$ cat config.mk
export PLATFORM = sky130hd
export DESIGN_NAME = module_2_flat
export DESIGN_NICKNAME = d
export VERILOG_FILES = /design/src/rtl/module_2_pkg.sv /design/src/rtl/module_2_if.sv /design/src/rtl/module_2.sv /design/src/flat_wrapper.sv
export SDC_FILE = /design/constraint.sdc
export NUM_CORES = 1
export LEC_CHECK = 0
export BUFFER_PORTS_ARGS = -buffer_cell sky130_fd_sc_hd__buf_2
export CORE_UTILIZATION = 42
export DETAILED_ROUTE_END_ITERATION = 16
export PLACE_DENSITY = 0.77
export SYNTH_ARGS = -nofsm -noshare
export SYNTH_HDL_FRONTEND = slang
export SYNTH_SLANG_ARGS = --single-unit
$ cat constraint.sdc
create_clock -name ap_clk -period 4.6 [get_ports ap_clk]
set_clock_uncertainty 0.1 [all_clocks]
set_input_delay 0.92 -clock ap_clk [delete_from_list [all_inputs] [get_ports ap_clk]]
set_output_delay 0.92 -clock ap_clk [all_outputs]
set_load 0.05 [all_outputs]
$ cat src/rtl/module_2_pkg.sv
// Shared encodings and defaults for module_2, the B+C consumer stage of the
// dataflow pipeline.
package module_2_pkg;

   localparam int N_DEF  = 5;
   localparam int DW_DEF = 32;
   localparam int AW_DEF = 3;

   // One-hot control states: idle/start, loop test, transfer.
   typedef enum logic [2:0] {
      ST_S1 = 3'd1,
      ST_S2 = 3'd2,
      ST_S3 = 3'd4
   } state_t;

endpackage

$ cat src/rtl/module_2_if.sv
// Handshake, FIFO-read and D-memory bus of module_2. The master side is the
// consumer block itself; the slave side is the surrounding pipeline.
interface module_2_if
   import module_2_pkg::*;
#(
   parameter int DW = DW_DEF,
   parameter int AW = AW_DEF
) ();

   logic          ap_start;
   logic          ap_done;
   logic          ap_continue;
   logic          ap_idle;
   logic          ap_ready;
   logic [DW-1:0] B_dout;
   logic          B_empty_n;
   logic          B_read;
   logic [DW-1:0] C_dout;
   logic          C_empty_n;
   logic          C_read;
   logic [AW-1:0] D_address0;
   logic          D_ce0;
   logic          D_we0;
   logic [DW-1:0] D_d0;
   logic [DW-1:0] sum_out;

   modport master (
      input  ap_start, ap_continue,
      input  B_dout, B_empty_n, C_dout, C_empty_n,
      output ap_done, ap_idle, ap_ready,
      output B_read, C_read,
      output D_address0, D_ce0, D_we0, D_d0,
      output sum_out
   );

   modport slave (
      output ap_start, ap_continue,
      output B_dout, B_empty_n, C_dout, C_empty_n,
      input  ap_done, ap_idle, ap_ready,
      input  B_read, C_read,
      input  D_address0, D_ce0, D_we0, D_d0,
      input  sum_out
   );

endinterface

$ cat src/rtl/module_2.sv
// Consumer stage: pops B and C FIFOs, writes D[i] = B + C under ap_ctrl_chain.
// Define MODULE_2_SUM_EN to build the running-sum accumulator behind sum_out.
module module_2
   import module_2_pkg::*;
#(
   parameter int N  = N_DEF,
   parameter int DW = DW_DEF,
   parameter int AW = AW_DEF
) (
   input  logic       ap_clk,
   input  logic       ap_rst,
   module_2_if.master bus
);

   // One extra counter bit so i can reach N even when 2^AW == N.
   localparam int CW = AW + 1;

   state_t        state;
   logic [CW-1:0] i;
   logic          ap_done_reg;
   logic          start_ok;
   logic          done_pulse;
   logic          xfer;
   logic [DW-1:0] sum_d;

   assign start_ok   = (state == ST_S1) && bus.ap_start && !ap_done_reg;
   assign done_pulse = (state == ST_S2) && (i == CW'(N));
   assign xfer       = (state == ST_S3) && bus.B_empty_n && bus.C_empty_n;
   assign sum_d      = bus.B_dout + bus.C_dout;

   assign bus.ap_done    = done_pulse | ap_done_reg;
   assign bus.ap_ready   = done_pulse;
   assign bus.ap_idle    = (state == ST_S1) && !bus.ap_start;
   assign bus.B_read     = xfer;
   assign bus.C_read     = xfer;
   assign bus.D_ce0      = xfer;
   assign bus.D_we0      = xfer;
   assign bus.D_address0 = i[AW-1:0];
   assign bus.D_d0       = sum_d;

   // NOTE: all state below uses non-blocking assignments so every register
   // samples the pre-edge values, independent of statement order.
   always_ff @(posedge ap_clk) begin
      if (ap_rst) begin
         state       <= ST_S1;
         i           <= '0;
         ap_done_reg <= 1'b0;
      end else begin
         // Continue wins over a same-cycle done so the ack is never lost.
         if (bus.ap_continue)
            ap_done_reg <= 1'b0;
         else if (done_pulse)
            ap_done_reg <= 1'b1;

         case (state)
            ST_S1: begin
               if (start_ok) begin
                  i     <= '0;
                  state <= ST_S2;
               end
            end
            ST_S2: state <= done_pulse ? ST_S1 : ST_S3;
            ST_S3: begin
               if (xfer) begin
                  i     <= i + CW'(1);
                  state <= ST_S2;
               end
            end
            default: state <= ST_S1;
         endcase
      end
   end

`ifdef MODULE_2_SUM_EN
   logic [DW-1:0] acc;

   always_ff @(posedge ap_clk) begin
      if (ap_rst)
         acc <= '0;
      else if (start_ok)
         acc <= '0;
      else if (xfer)
         acc <= acc + sum_d;
   end

   assign bus.sum_out = acc;
`else
   assign bus.sum_out = '0;
`endif

endmodule

$ cat src/flat_wrapper.sv
// flat-port wrapper written by rule: the top's interface ports become plain ports
module module_2_flat import module_2_pkg::*;
#(
   parameter int N  = N_DEF,
   parameter int DW = DW_DEF,
   parameter int AW = AW_DEF
)
  (ap_clk, ap_rst, bus_ap_start, bus_ap_continue, bus_B_dout, bus_B_empty_n, bus_C_dout, bus_C_empty_n, bus_ap_done, bus_ap_idle, bus_ap_ready, bus_B_read, bus_C_read, bus_D_address0, bus_D_ce0, bus_D_we0, bus_D_d0, bus_sum_out);
  module_2_if #(.DW(DW), .AW(AW)) bus_i ();
  input  logic ap_clk;
  input  logic ap_rst;
  input wire logic [$bits(bus_i.ap_start)-1:0] bus_ap_start;
  input wire logic [$bits(bus_i.ap_continue)-1:0] bus_ap_continue;
  input wire logic [$bits(bus_i.B_dout)-1:0] bus_B_dout;
  input wire logic [$bits(bus_i.B_empty_n)-1:0] bus_B_empty_n;
  input wire logic [$bits(bus_i.C_dout)-1:0] bus_C_dout;
  input wire logic [$bits(bus_i.C_empty_n)-1:0] bus_C_empty_n;
  output wire logic [$bits(bus_i.ap_done)-1:0] bus_ap_done;
  output wire logic [$bits(bus_i.ap_idle)-1:0] bus_ap_idle;
  output wire logic [$bits(bus_i.ap_ready)-1:0] bus_ap_ready;
  output wire logic [$bits(bus_i.B_read)-1:0] bus_B_read;
  output wire logic [$bits(bus_i.C_read)-1:0] bus_C_read;
  output wire logic [$bits(bus_i.D_address0)-1:0] bus_D_address0;
  output wire logic [$bits(bus_i.D_ce0)-1:0] bus_D_ce0;
  output wire logic [$bits(bus_i.D_we0)-1:0] bus_D_we0;
  output wire logic [$bits(bus_i.D_d0)-1:0] bus_D_d0;
  output wire logic [$bits(bus_i.sum_out)-1:0] bus_sum_out;
  assign bus_i.ap_start = bus_ap_start;
  assign bus_i.ap_continue = bus_ap_continue;
  assign bus_i.B_dout = bus_B_dout;
  assign bus_i.B_empty_n = bus_B_empty_n;
  assign bus_i.C_dout = bus_C_dout;
  assign bus_i.C_empty_n = bus_C_empty_n;
  assign bus_ap_done = bus_i.ap_done;
  assign bus_ap_idle = bus_i.ap_idle;
  assign bus_ap_ready = bus_i.ap_ready;
  assign bus_B_read = bus_i.B_read;
  assign bus_C_read = bus_i.C_read;
  assign bus_D_address0 = bus_i.D_address0;
  assign bus_D_ce0 = bus_i.D_ce0;
  assign bus_D_we0 = bus_i.D_we0;
  assign bus_D_d0 = bus_i.D_d0;
  assign bus_sum_out = bus_i.sum_out;
  module_2 #(.N(N), .DW(DW), .AW(AW)) u_core (.ap_clk(ap_clk), .ap_rst(ap_rst), .bus(bus_i));
endmodule
After elaboration in Yosys (flattened, before gate mapping)
Cells that the tools add are included.
{"block": "word_totals", "reg_bits": 8, "input_bits": 70, "out_inout_bits": 74, "word_cells": 31}
{"block": "classes", "add_sub_neg": 2, "n_eq_ne": 6, "n_mux": 7, "n_bitwise": 1, "n_reduce_logical": 12}
{"cell": "adder 32 bit", "n": 1}
{"cell": "2-to-1 mux 3 bit", "n": 3}
{"cell": "case mux 3 bit (3 select lines)", "n": 1}
{"cell": "2-to-1 mux 4 bit", "n": 2}
{"cell": "case mux 4 bit (2 select lines)", "n": 1}
{"cell": "logical AND 1 bit", "n": 6}
{"cell": "adder 4 x 1 -> 4 bit, second input constant", "n": 1}
{"cell": "== test 4 x 3 -> 1 bit, second input constant", "n": 1}
{"cell": "== test 3 x 1 -> 1 bit, second input constant", "n": 1}
{"cell": "== test 3 x 2 -> 1 bit, second input constant", "n": 1}
{"cell": "== test 3 bit, second input constant", "n": 1}
{"cell": "AND reduction 3 bit", "n": 1}
{"cell": "zero test 1 bit", "n": 2}
{"cell": "inequality test 2 x 1 -> 1 bit, second input constant", "n": 1}
{"cell": "inequality test 2 bit, second input constant", "n": 1}
{"cell": "AND reduction 2 bit", "n": 1}
{"cell": "nonzero test 2 bit", "n": 1}
{"cell": "OR reduction 2 bit", "n": 1}
{"cell": "bitwise OR 1 bit", "n": 1}

Logic depth before layout (Yosys ltp)
Gate-level depths: netlist (run 1).
{"block": "depth", "depth_word": 5, "depth_mapped": 8}

Worst setup path after synthesis (run 1)
Ideal clock, no wire load.
{"block": "synth_timing", "kind": "input-to-output", "from": "in bus_C_dout[19]", "to": "out bus_D_d0[31]", "t_arrival_ns": 3.483, "required_time_ns": 3.580, "path_slack_ns": 0.097, "path_stages": 7, "path_buffers": 1, "path_cell_list": "ha_1 buf_2 nand4_2 or3_4 o31ai_4 nor4_1 a311oi_1"}
{"block": "synth_between", "elab_chain_len": 1}
{"element": "from (decl)", "line_no": "flat_wrapper.sv:16", "rtl": "input wire logic [$bits(bus_i.C_dout)-1:0] bus_C_dout;"}
{"element": "adder 32 bit", "line_no": "module_2.sv:29", "rtl": "assign sum_d = bus.B_dout + bus.C_dout;"}
{"element": "to (decl)", "line_no": "flat_wrapper.sv:26", "rtl": "output wire logic [$bits(bus_i.D_d0)-1:0] bus_D_d0;"}
Every way passes these cells.

Worst setup path after layout (run 1)
{"block": "layout_timing", "from": "in bus_C_dout[0]", "to": "out bus_D_d0[28]"}
Same word-level chain as after synthesis.

==> results of run 1 <==
-- critical path, cell delays in order --
cell      delay, ps
buf_2           100
ha_1            230
fa_1            430
a211oi_2        290
o21ai_2         130
a21oi_2         250
nor3_1          120
or4b_1          490
and3_1          170
buf_2           210
-- power by group through the flow --
stage                     Sequential [mW]  Clock, mW  Combinational (mW)
after detailed placement           0.0749          0               0.653
after global routing               0.0741     0.0886               0.703
after floorplan                    0.0731          0               0.539
after global placement             0.0747          0               0.649
after CTS                          0.0737     0.0851               0.655
final                              0.0738     0.0827               0.657
-- layer usage --
layer,vias to the layer above,wire (um),track usage
li1,1410,-,-
met1,1261,2950,0.278
met2,119,3190,0.361
met3,10,405,0.0171
met4,0,87,0.0455
met5,-,0,0
-- cell type report --
| class | count | area (um2) | share of cell area |
|---|---|---|---|
| clock buffers | 3 | 41.3 | 0.0139 |
| flip-flops and latches | 8 | 160 | 0.0539 |
| well taps | 72 | 90.1 | 0.0303 |
| repair buffers | 111 | 556 | 0.187 |
| inverters | 12 | 45.0 | 0.0152 |
| multi-input cells | 315 | 2080 | 0.700 |
-- worst min path at each step --
stage,endpoint,cells past startpoint,start,slack (ps)
after CTS,u_core.i[3],2,u_core.i[3],390
after global routing,u_core.i[3],2,u_core.i[3],420
final,u_core.i[3],2,u_core.i[3],390
after detailed placement,u_core.i[3],2,u_core.i[3],380
after global placement,u_core.i[3],2,u_core.i[3],370
after floorplan,u_core.i[3],2,u_core.i[3],350
-- through the flow --
step           hold slack (ps)  utilization  instances
6_report                   388        0.527        521
5_1_grt                    424        0.527        521
4_1_cts                    394        0.527        521
3_5_place_dp               384        0.519        518
3_3_place_gp               371        0.519        518
2_1_floorplan              353            -        388
-- kinds of logic (layout without fill, tap and decap cells) --
| family | count (synthesis) | count (layout) | share of synthesized area |
|---|---|---|---|
| flip-flops | 8 | 8 | 0.0636 |
| XOR/XNOR | 28 | 28 | 0.0973 |
| AO/OA/AOI/OAI | 113 | 113 | 0.294 |
| buffers and inverters | 65 | 126 | 0.157 |
| multiplexers | 2 | 2 | 0.00844 |
| other | 1 | 32 | 0.00149 |
| AND/OR/NAND/NOR | 106 | 106 | 0.206 |
| adder cells (fa/ha/maj) | 34 | 34 | 0.172 |
-- cell usage in the layout, fill, tap and decap left out, types with 3 or more instances in the layout --
| cell type | count |
|---|---|
| buf_2 | 111 |
| a21oi_1 | 39 |
| nor2_1 | 33 |
| ha_1 | 33 |
| conb_1 | 32 |
| nand2_1 | 29 |
| o21ai_0 | 17 |
| xnor2_1 | 15 |
| xor2_1 | 13 |
| inv_1 | 12 |
| nand3_1 | 9 |
| nor3_1 | 8 |
| dfxtp_1 | 8 |
| a21o_1 | 7 |
| nand4_1 | 6 |
| a31oi_1 | 6 |
| o21a_1 | 4 |
| a211oi_1 | 4 |
| o21bai_1 | 4 |
| o21ai_1 | 3 |
| o31ai_1 | 3 |
| nor2b_1 | 3 |
| clkbuf_8 | 3 |
==> out/metrics.cfg, run 1 <==
[die]
initial_core_util = 0.447
dieWidth_um = 79.5
die-area_mm2 = 0.00631
core_mm2 = 0.00564
num_rows = 27
die_h_um = 79.5
io_pins = 144

[setup_path]
endpoint = bus_D_d0[28]
critical_path_required_ps = 3580
reg2reg_to = u_core.ap_done_reg
reg2reg_slack_ps = 3010
rr_worst_depth = 5
crit_path_start_kind = input port
path_class = input port to output port
startpoint = bus_C_dout[0]
rr_startpoint = u_core.i[0]
cp_max_fo = 4
end_kind = output port
crit_arrival_ps = 3340

[place]
routabilityCongestion = 0.915
dpl.hpwl_um = 5580
placed_area_mm2 = 0.00293
place_ws_ps = 269
portBuffers = 111

[sta]
rsz0062_at_grt = no
fin_crit_ps = 4360
max_freq_mhz = 229
fin_ws_ps = 242
slew_viol_final = 0
fin_tns_setup_ps = 0
hold_viol = 0
finalSetupViolations = 0
fin_crit_sh = 0.947

[layout]
largest_reg_flops = 4
n_antenna_cell = 0
nFillCells = 591
drive_above_1_share = 0.281
fin_nets = 555
post-route-cell-area_mm2 = 0.00297
areaGrowthSynthToFinish_pct = 17.9

[grt]
grt_pass1_vias = 2474
grt_overflow = 0
grt_pass1_wl_um = 10900
antenna_found_initial = 0
track_usage = 0.208
grt_max_degree = 11

[run]
drv_cap = 0

[detailed_routing]
drtPass1Iterations = 4
via_count = 2800
wl_um = 6640
first_iter_violations = 122
drc_errors = 0
final_antenna_net_count = 0
avgViaCountPerCell = 5.37
avgRoutedWirePerCell_um = 12.7

[yosys]
netlist.area_leader.share = 0.164
synth_cells = 357
ys_seq_elements = 8
synthFlopType = dfxtp_1
avgSynthCellArea_um2 = 7.06
seq_area_frac_synth = 0.0636
synth_edf_count = 0
synth_cell_types = 62
synth_top_area_cell = ha_1
synthTopCellsByCount = a21oi_1 (39), buf_4 (38), ha_1 (33), nor2_1 (33), nand2_1 (29)
yosysWarnings = 0
synthArstFlopShare = 0
synth_area_leaders = ha_1 (16%), buf_4 (11%), a21oi_1 (7.7%)
synth.most_common_cell = a21oi_1
synth_area_mm2 = 0.00252

[clocking]
cts_made_buffers = 3
clockBufferDepth = 2
root_buffer = clkbuf_8
cts_sinks = 8
cts_setup_buffers = 0
cts-resized-gates = 0
clock_latency_ps = 230
cts_hold_buf = 0
htree_levels = 1
cts_tree = done
clk_pin_slew_worst_paths_ps = 40

[pwr]
p_sw_mw = 0.510
power_frac_seq = 0.091
power_density_mw_per_mm2 = 274
internal_power_mw = 0.303
power_mw = 0.814
p_leak_nw = 1.48
irDropWorstVdd_v = 0.000206
switching_share = 0.627
combPwrFrac = 0.808
clockPowerShare = 0.102

[worst_hold_path]
worst_hold_path_type = flip-flop to flip-flop

[run_status]
outcome = complete, no violations

(Power assumes the default switching activity.)
==> run 2: changes to the inputs <==
--- a/config.mk
+++ b/config.mk
@@ -6,9 +6,9 @@
 export NUM_CORES = 1
 export LEC_CHECK = 0
 export BUFFER_PORTS_ARGS = -buffer_cell sky130_fd_sc_hd__buf_2
-export CORE_UTILIZATION = 42
+export CORE_UTILIZATION = 46
 export DETAILED_ROUTE_END_ITERATION = 16
-export PLACE_DENSITY = 0.77
+export PLACE_DENSITY = 0.83
 export SYNTH_ARGS = -nofsm -noshare
 export SYNTH_HDL_FRONTEND = slang
 export SYNTH_SLANG_ARGS = --single-unit
==> out/metrics.cfg, run 2 (same netlist as run 1, synthesis figures left out) <==
[run_status]
outcome = complete, no violations

[clocking]
clk_pin_slew_worst_paths_ps = 40
cts_hold_buf = 0
cts_tree = done
clockBufferDepth = 2
clock_latency_ps = 230
cts_sinks = 8
htree_levels = 1
cts-resized-gates = 0
cts_made_buffers = 3
root_buffer = clkbuf_8
cts_setup_buffers = 0

[detailed_routing]
first_iter_violations = 97
top_layer = met4
via_count = 2786
drtPass1Iterations = 4
wl_met3_um = 414
drc_errors = 0
avgViaCountPerCell = 5.37
final_antenna_net_count = 0
wl_met2_um = 3130
wl_um = 6590
avgRoutedWirePerCell_um = 12.7
wl_met1_um = 2930

[sta]
fin_crit_sh = 0.952
fin_crit_ps = 4380
worstMarginPinSlew_ps = 537
slew_viol_final = 0
fin_ws_ps = 220
hold_viol = 0
fin_tns_setup_ps = 0
finalSetupViolations = 0
rsz0062_at_grt = no
slew-limit-headroom = 0.642
max_freq_mhz = 228

[grt]
grt_max_degree = 11
grt_pass1_wl_um = 10700
track_usage = 0.216
grt_overflow = 0
grt_pass1_vias = 2471
antenna_found_initial = 0

[worst_hold_path]
hold_end = u_core.i[3]
holdPathStages = 2
worst_hold_path_type = flip-flop to flip-flop
min-delay-start = u_core.i[3]

[setup_path]
reg2reg_slack_ps = 3070
crit_arrival_ps = 3360
critical_path_required_ps = 3580
end_kind = output port
path_class = input port to output port
reg2reg_to = u_core.ap_done_reg
cp_max_fo = 4
rr_startpoint = u_core.i[0]
rr_worst_depth = 5
crit_path_start_kind = input port

[die]
dieWidth_um = 76.0
die_h_um = 76.0
die-area_mm2 = 0.00578
core_mm2 = 0.00520
initial_core_util = 0.484
io_pins = 144
num_rows = 26

[layout]
final_cell_mix = buf_2 (111), a21oi_1 (39), nor2_1 (33), ha_1 (33), conb_1 (32)
areaGrowthSynthToFinish_pct = 17.8
fin_nets = 555
n_antenna_cell = 0
post-route-util = 0.570
drive_above_1_share = 0.281
layout.cells.non_filler = 519
largest_reg_flops = 4
final_common_cell = buf_2

[pwr]
p_leak_nw = 1.48
power_mw = 0.814
power_density_mw_per_mm2 = 274
irDropWorstVdd_v = 0.000212

[place]
portBuffers = 111
routabilityCongestion = 0.903
dpl.hpwl_um = 5540
place_ws_ps = 244
dp.cells = 516

[run]
drv_cap = 0

==> run 2: cell counts in the layout (fill, tap and decap cells not counted) <==
No cell type changed its count.
==> run 2: per-stage QoR <==
stage          area, um2  hold WS (ps)
5_1_grt             2970           419
3_5_place_dp        2930           389
4_1_cts             2970           394
3_3_place_gp        2930           371
2_1_floorplan       2640           353
6_report            2970           393
==> run 2: critical path, stage by stage <==
cell and delay (ps):
buf_2 100, ha_1 220, fa_1 450, a211oi_2 300, o21ai_2 130, a21oi_2 250
nor3_1 130, or4b_1 500, and3_1 150, buf_2 200
==> run 2: how the worst max path moves through the flow <==
stage                         from      endpoint  cells past startpoint
finish               bus_C_dout[0]  bus_D_d0[28]                     10
global route         bus_C_dout[0]  bus_D_d0[28]                     10
CTS                  bus_C_dout[0]  bus_D_d0[28]                     10
detailed placement   bus_C_dout[0]  bus_D_d0[28]                     10
global placement     bus_C_dout[0]  bus_D_d0[28]                     10
floorplan           bus_C_dout[19]  bus_D_d0[31]                      7
==> run 2: per-layer routing <==
layer,vias to the layer above,GRT usage
met1,1239,0.277
met2,122,0.378
met5,-,0
li1,1411,-
met4,0,0.0577
met3,14,0.0287
==> run 2: power by group <==
group | total, mW | internal [mW] | switching (mW) | leakage [nW]
clock network | 0.0853 | 0.0568 | 0.0285 | 0.0216
registers | 0.0738 | 0.0711 | 0.00272 | 0.0649
logic | 0.655 | 0.175 | 0.479 | 1.40
==> run 2: layout make-up <==
| cell class | instances | area [um2] |
|---|---|---|
| clock buffer | 3 | 41.3 |
| fill | 518 | 2240 |
| inverter | 12 | 45.0 |
| multi-input combinational | 315 | 2080 |
| sequential | 8 | 160 |
| tap | 70 | 87.6 |
| timing repair buffer | 111 | 556 |
==> run 3: changes to the inputs <==
--- a/config.mk
+++ b/config.mk
@@ -8,7 +8,7 @@
 export BUFFER_PORTS_ARGS = -buffer_cell sky130_fd_sc_hd__buf_2
 export CORE_UTILIZATION = 46
 export DETAILED_ROUTE_END_ITERATION = 16
-export PLACE_DENSITY = 0.83
+export PLACE_DENSITY = 0.93
 export SYNTH_ARGS = -nofsm -noshare
 export SYNTH_HDL_FRONTEND = slang
 export SYNTH_SLANG_ARGS = --single-unit
==> out/metrics.cfg, run 3 (same netlist as run 1, synthesis figures left out) <==
[pwr]
power_mw = 0.819
power_density_mw_per_mm2 = 276
p_leak_nw = 1.48
irDropWorstVdd_v = 0.000226

[die]
num_rows = 26
io_pins = 144
die_h_um = 76.0
core_mm2 = 0.00520
initial_core_util = 0.484
die-area_mm2 = 0.00578
dieWidth_um = 76.0

[sta]
max_freq_mhz = 229
hold_viol = 0
slew_viol_final = 0
finalSetupViolations = 0
fin_tns_setup_ps = 0
fin_crit_sh = 0.948
fin_crit_ps = 4360
rsz0062_at_grt = no

[place]
portBuffers = 111
dpl.hpwl_um = 5760
routabilityCongestion = 0.904
placed_area_mm2 = 0.00293

[clocking]
clock_latency_ps = 230
cts_hold_buf = 0
htree_levels = 1
cts_setup_buffers = 0
root_buffer = clkbuf_8
clockBufferDepth = 2
cts-resized-gates = 0
cts_sinks = 8
cts_made_buffers = 3
clk_pin_slew_worst_paths_ps = 40
cts_tree = done

[grt]
grt_pass1_wl_um = 11000
grt_pass1_vias = 2569
antenna_found_initial = 0
grt_max_degree = 11
track_usage = 0.222
grt_overflow = 0

[setup_path]
rr_worst_depth = 5
rr_startpoint = u_core.i[0]
crit_path_start_kind = input port
cp_max_fo = 4
path_class = input port to output port
reg2reg_slack_ps = 3040
critical_path_required_ps = 3580
reg2reg_to = u_core.ap_done_reg
crit_arrival_ps = 3340
end_kind = output port

[run_status]
outcome = complete, no violations

[detailed_routing]
wl_met2_um = 3480
first_iter_violations = 134
drc_errors = 0
avgRoutedWirePerCell_um = 13.2
wl_met3_um = 522
wl_met1_um = 2710
avgViaCountPerCell = 5.57
top_layer = met4
final_antenna_net_count = 0
wl_um = 6860
drtPass1Iterations = 5
via_count = 2893

[layout]
final_common_cell = buf_2
fin_nets = 555
drive_above_1_share = 0.281
post-route-cell-area_mm2 = 0.00297
n_antenna_cell = 0
largest_reg_flops = 4
final_cell_mix = buf_2 (111), a21oi_1 (39), nor2_1 (33), ha_1 (33), conb_1 (32)
areaGrowthSynthToFinish_pct = 17.8

[worst_hold_path]
worst_hold_path_type = flip-flop to flip-flop
holdPathStages = 2
hold_end = u_core.i[3]
min-delay-start = u_core.i[3]

[run]
drv_cap = 0

==> run 3: cell counts in the layout (fill, tap and decap cells not counted) <==
Identical to the previous run, type by type.
==> run 3: final cells by class <==
type | count | area (um2)
Tap cell | 70 | 87.6
Sequential cell | 8 | 160
Clock buffer | 3 | 41.3
Inverter | 12 | 45.0
Timing Repair Buffer | 111 | 556
Multi-Input combinational cell | 315 | 2080
Fill cell | 506 | 2240
==> run 3: where the power goes <==
group          leakage (nW)  switching [mW]  total (mW)  internal, mW
logic                  1.40           0.484       0.659         0.175
registers            0.0649         0.00271      0.0738        0.0711
clock network        0.0216          0.0295      0.0863        0.0569
==> run 3: through the flow <==
stage | cells | setup WS, ps | hold WS (ps) | util
3_5_place_dp | 516 | 255 | 385 | 0.563
6_report | 519 | 239 | 392 | 0.570
5_1_grt | 519 | 102 | 434 | 0.570
3_3_place_gp | 516 | 343 | 363 | 0.563
4_1_cts | 519 | 253 | 392 | 0.570
2_1_floorplan | 388 | 97.3 | 353 | -
==> run 3: critical path, cell delays in order <==
cell and delay, ps:
buf_2 100, ha_1 230, fa_1 460, a211oi_2 300, o21ai_2 150, a21oi_2 210, nor3_1 110, or4b_1 490
and3_1 150, buf_2 200
==> run 3: metal layers <==
metal  up-vias  GRT usage
li1       1418          -
met1      1297      0.259
met2       164      0.417
met3        14     0.0240
met4         0     0.0788
met5         -          0
==> run 3: worst max path at each step <==
| stage | start | slack, ps | end |
|---|---|---|---|
| 4_1_cts | bus_C_dout[0] | 250 | bus_D_d0[28] |
| 6_report | bus_C_dout[0] | 240 | bus_D_d0[28] |
| 5_1_grt | bus_C_dout[0] | 100 | bus_D_d0[28] |
| 3_5_place_dp | bus_C_dout[0] | 250 | bus_D_d0[28] |
| 2_1_floorplan | bus_C_dout[19] | 100 | bus_D_d0[31] |
| 3_3_place_gp | bus_C_dout[0] | 340 | bus_D_d0[28] |
